--- config.mk ---
export PLATFORM = sky130hd
export DESIGN_NAME = hazard_stall_ctrl
export DESIGN_NICKNAME = d
export VERILOG_FILES = /design/src/rtl/hazard_stall_ctrl.sv
export SDC_FILE = /design/constraint.sdc
export NUM_CORES = 1
export LEC_CHECK = 0
export CAP_MARGIN = 20
export CORE_MARGIN = 3
export CORE_UTILIZATION = 52
export CTS_CLUSTER_SIZE = 14
export DETAILED_ROUTE_END_ITERATION = 12
export GPL_TIMING_DRIVEN = 0
export HOLD_SLACK_MARGIN = 0.12
export PLACE_DENSITY_LB_ADDON = 0.12
export SETUP_SLACK_MARGIN = 0.05
export SLEW_MARGIN = 20
export SYNTH_ARGS = -nofsm -noshare
export SYNTH_HDL_FRONTEND = slang
export SYNTH_SLANG_ARGS = --single-unit
--- constraint.sdc ---
create_clock -name clk -period 4.6 [get_ports clk]
set_input_delay 1.15 -clock clk [delete_from_list [all_inputs] [get_ports clk]]
set_output_delay 1.15 -clock clk [all_outputs]
set_load 0.01 [all_outputs]
--- src/rtl/hazard_stall_ctrl.sv ---
// Pipeline sequencing controller: owns PC/IF-ID enables, IF/ID flush and ID/EX bubble.
// Handles load-use stalls, taken-branch flushes and fixed-length multi-cycle holds.
module hazard_stall_ctrl #(
  parameter int MC_LAT = 4,
  parameter int CNT_W  = 16
) (
  input  logic             clk,
  input  logic             reset,
  input  logic [4:0]       if_id_Rn,
  input  logic [4:0]       if_id_Rm,
  input  logic             if_id_usesRm,
  input  logic             id_ex_memRead,
  input  logic [4:0]       id_ex_Rd,
  input  logic             br_taken,
  input  logic             mc_start,
  output logic             pc_write,
  output logic             if_id_write,
  output logic             if_id_flush,
  output logic             id_ex_bubble,
  output logic [CNT_W-1:0] stall_cycles,
  output logic [CNT_W-1:0] flush_count
);

  typedef enum logic [1:0] {
    RUN     = 2'd0,
    MC_WAIT = 2'd1,
    MC_DONE = 2'd2
  } state_t;

  // The detection cycle already stalls once, so the wait counter covers MC_LAT-1 cycles.
  localparam logic [3:0] CNT_INIT = 4'(MC_LAT - 2);

  state_t     state_reg, state_next;
  logic [3:0] cnt_reg, cnt_next;
  logic       lu;

  // X31 reads as zero, so a load targeting it can never feed a consumer.
  always_comb begin
    lu = id_ex_memRead && (id_ex_Rd != 5'd31) &&
         ((id_ex_Rd == if_id_Rn) || (if_id_usesRm && (id_ex_Rd == if_id_Rm)));
  end

  always_ff @(posedge clk) begin
    if (reset) begin
      state_reg <= RUN;
      cnt_reg   <= 4'd0;
    end else begin
      state_reg <= state_next;
      cnt_reg   <= cnt_next;
    end
  end

  always_comb begin
    state_next = state_reg;
    cnt_next   = cnt_reg;
    case (state_reg)
      RUN: begin
        if (mc_start) begin
          state_next = MC_WAIT;
          cnt_next   = CNT_INIT;
        end
      end
      MC_WAIT: begin
        if (cnt_reg != 4'd0) cnt_next = cnt_reg - 4'd1;
        else                 state_next = MC_DONE;
      end
      MC_DONE: begin
        // The MUL that triggered the wait is still in ID, so mc_start is masked here.
        if (!lu) state_next = RUN;
      end
      default: state_next = RUN;
    endcase
  end

  always_comb begin
    pc_write     = 1'b1;
    if_id_write  = 1'b1;
    if_id_flush  = 1'b0;
    id_ex_bubble = 1'b0;
    if (reset) begin
      pc_write     = 1'b0;
      if_id_write  = 1'b0;
      if_id_flush  = 1'b1;
      id_ex_bubble = 1'b1;
    end else begin
      case (state_reg)
        RUN: begin
          if (mc_start || lu) begin
            pc_write     = 1'b0;
            if_id_write  = 1'b0;
            id_ex_bubble = 1'b1;
          end else if (br_taken) begin
            if_id_flush = 1'b1;
          end
        end
        MC_WAIT: begin
          pc_write     = 1'b0;
          if_id_write  = 1'b0;
          id_ex_bubble = 1'b1;
        end
        MC_DONE: begin
          if (lu) begin
            pc_write     = 1'b0;
            if_id_write  = 1'b0;
            id_ex_bubble = 1'b1;
          end else if (br_taken) begin
            if_id_flush = 1'b1;
          end
        end
        default: begin
          pc_write     = 1'b0;
          if_id_write  = 1'b0;
          id_ex_bubble = 1'b1;
        end
      endcase
    end
  end

  // Index 0 counts stalled cycles, index 1 counts flush cycles; both stick at all-ones.
  logic [1:0] perf_inc;
  assign perf_inc = {if_id_flush, ~pc_write};

  genvar gi;
  generate
    for (gi = 0; gi < 2; gi++) begin : g_perf
      logic [CNT_W-1:0] count_reg;
      always_ff @(posedge clk) begin
        if (reset)
          count_reg <= '0;
        else if (perf_inc[gi] && (count_reg != {CNT_W{1'b1}}))
          count_reg <= count_reg + 1'b1;
      end
    end
  endgenerate

  assign stall_cycles = g_perf[0].count_reg;
  assign flush_count  = g_perf[1].count_reg;

endmodule

==> flow_summary.toml <==
[worst_setup_path]
r2r_cells = 10
crit_slowest_cell = "clkdlybuf4s50_1"
critPathKind = "input port to primary output"
cp_top_family = "buffers and inverters"
r2r_slack_ns = 2.26
crit_buf_inv = 4
reg2reg_to = "flush_count[0]"
cp_slowest_stage_delay_ns = 0.52
cp-end-kind = "primary output"
crit_chain = "clkdlybuf4s50_1 -> xnor2_1 -> nand4_1 -> o22ai_2 -> a2111oi_4 -> buf_6 -> buf_4 -> clkdlybuf4s50_1"
crit_path_start_kind = "input port"
r2r-start = "flush_count[0]"
crit_fanout = 5
cp_data_arrival_time_ns = 3.32
crit_top_cell = "clkdlybuf4s50_1"
worstPathRequired_ns = 3.45

[pwr]
p_leak_nw = 0.987
max-vdd-ir-drop_uv = 274
power_density_nw_per_um2 = 288

[synth]
syn_area_um2 = 2080
async_flop_share_pct = 0
synthCells = 247
synth_edf_count = 0
yosysTopAreaCellShare_pct = 36.6
synth_top_area_cell = "dfxtp_1"
yosysWarnings = 0
yosysMostFrequentCell = "dfxtp_1"
postSynthAreaPerCell_um2 = 8.41
synth_nets = 272
synth_seq_cells = 38
synthFlopType = "dfxtp_1"
ys_types = 43
seq_area_frac_synth_pct = 36.6
synth_commonest_cells = "dfxtp_1, nor2_1, xnor2_1"
synth_area_leaders = "dfxtp_1, xnor2_1, nor2_1, nand3_1, nand2_1"

[clock_tree]
htreeDepth = 2
cts-root-buf = "clkbuf_8"
clkTransAtPathRegs_ns = 0.07
cts_made_buffers = 5
clockBufferDepth = 2
worstSkewPairLatency_ns = 0.30
postCtsHoldBufs = 0
cts_tree = "yes"
clkSinkCount = 38

[timing]
worstMarginPinSlew_ns = 0.619
fmax_mhz = 224
hold_viol_final = 0
slew_headroom_pct = 58.4
slew_violations = 0
setup_viol = 0
post-route-period-util_pct = 97.2
rsz0062_at_grt = "false"
layout_setup_ws_ns = 0.129
clock-skew-final_ns = 0.00477
min_period_ns = 4.47

[global_route]
grt_pass1_vias = 1856
grt_pass1_wl_mm = 8.66
grt_overflow = 0
grt.total_usage_pct = 21.7
grt_max_degree = 12
grt_antenna_before_repair = 0

[placement]
port_buffers = 56
detailed_place_hpwl_mm = 3.65
gp_congestion = 0.822
pre_cts_ws_ns = -0.254
dpl_cell_area_um2 = 2700

[detailed_routing]
vias_per_cell = 5.58
drtPass1Iterations = 5
wire_per_inst_um = 14.2
via_count = 2027
wirelength_mm = 5.17
first_iter_violations = 159
ant_nets = 0
remaining_drc_errors = 0

[die]
dieArea_um2 = 4790
dieHeight_um = 69.2
rows = 22
io_pins = 57
start_util_pct = 55.5
coreArea_um2 = 3740
chipWidth_um = 69.2

[layout]
area_delta_synth_final_pct = 37.0
diodes = 0
stdcell_area_um2 = 2850
final_nets = 339
num-fill-cells = 300
multiInputGateArea_um2 = 1210
drive_above_1_share_pct = 9.52
final-seq-area_um2 = 761
post-route-util_pct = 76.1

[hold_path]
hold_depth = 2
hold_start = "flush_count[1]"
hold_end = "flush_count[1]"
hp-class = "flop to flop"

[outcome]
outcome = "finished, final reports clean"

[flow_run]
cap_violations = 0
[cell usage in the layout (no fill, tap or decap), types with 5 or more instances in the layout]
master and instances:
o31ai_1 6, nand2_1 18, clkbuf_1 6, clkdlybuf4s50_1 53
o21ai_1 6, nor2_1 36, xnor2_1 24, a21oi_1 9
or4_1 7, dfxtp_1 38, clkbuf_8 5, xor2_1 6
nand3_1 15, nor3_1 7, and3_1 6, a21oi_2 7
inv_1 9, or3_1 5
[area by class of cell]
cell class                      count  share of cell area, %
Buffer                             11                   2.68
Sequential cell                    38                   26.7
Clock inverter                      1                   1.05
Tap cell                           48                   2.11
Multi-Input combinational cell    189                   42.7
Clock buffer                        7                   2.68
Timing Repair Buffer               60                   20.9
Inverter                            9                   1.19
[metrics by stage]
stage	setup TNS (ns)	hold WS [ns]	power (W)	instances
floorplan	0	0.478	0.000476	247
global placement	-0.454	0.486	0.000535	351
detailed placement	-0.555	0.492	0.000539	351
CTS	0	0.502	0.000821	360
global route	0	0.544	0.000859	363
finish	0	0.504	0.000819	363
[power by group]
part / switching, W / total (W) / leakage (nW) / internal (W)
sequential: 0.0000208 / 0.000367 / 0.308 / 0.000347
combinational: 0.0000834 / 0.000171 / 0.627 / 0.0000872
clock: 0.000119 / 0.000281 / 0.0524 / 0.000162
[kinds of logic (layout without fill, tap and decap cells)]
logic type,after synthesis,after routing,share of synthesized area (%)
AOI/OAI and AO/OA,45,45,17.1
xor gates and xnor gates,30,30,12.6
DFF,38,38,36.6
adders and majority gates,4,4,2.41
and+or+nand+nor,110,110,26.3
buffers and inverters,20,88,4.94
[how the worst max path moves through the flow]
stage | startpoint | to | slack [ns] | cells after the start
global route | id_ex_Rd[2] | pc_write | 0.04 | 8
detailed placement | id_ex_Rd[3] | pc_write | -0.25 | 8
global placement | id_ex_Rd[2] | pc_write | -0.22 | 8
finish | id_ex_Rd[1] | pc_write | 0.13 | 8
CTS | reset | if_id_flush | 0.05 | 5
floorplan | if_id_Rm[3] | pc_write | 0.99 | 6
[routing by layer]
metal	track usage [%]	routed length [um]	up-vias	share of wire [%]
li1	-	-	1006	-
met1	29.8	2400	950	46
met2	32.4	2460	65	48
met3	6.09	247	6	4.8
met4	8.03	63	0	1.2
met5	0	0	-	0
[timing repair]
action,CTS,global route
pin swaps,1,1
gates resized for setup,1,5
hold endpoints to repair,0,0
endpoints found under the setup margin,3,2
setup buffers,1,2
gates cloned,0,1
[tightest hold or removal path: stages (launching register included)]
cell and delay (ns):
dfxtp_1 0.34, nand2_1 0.06, a21oi_1 0.05
Power figures use the tool's default switching activity.
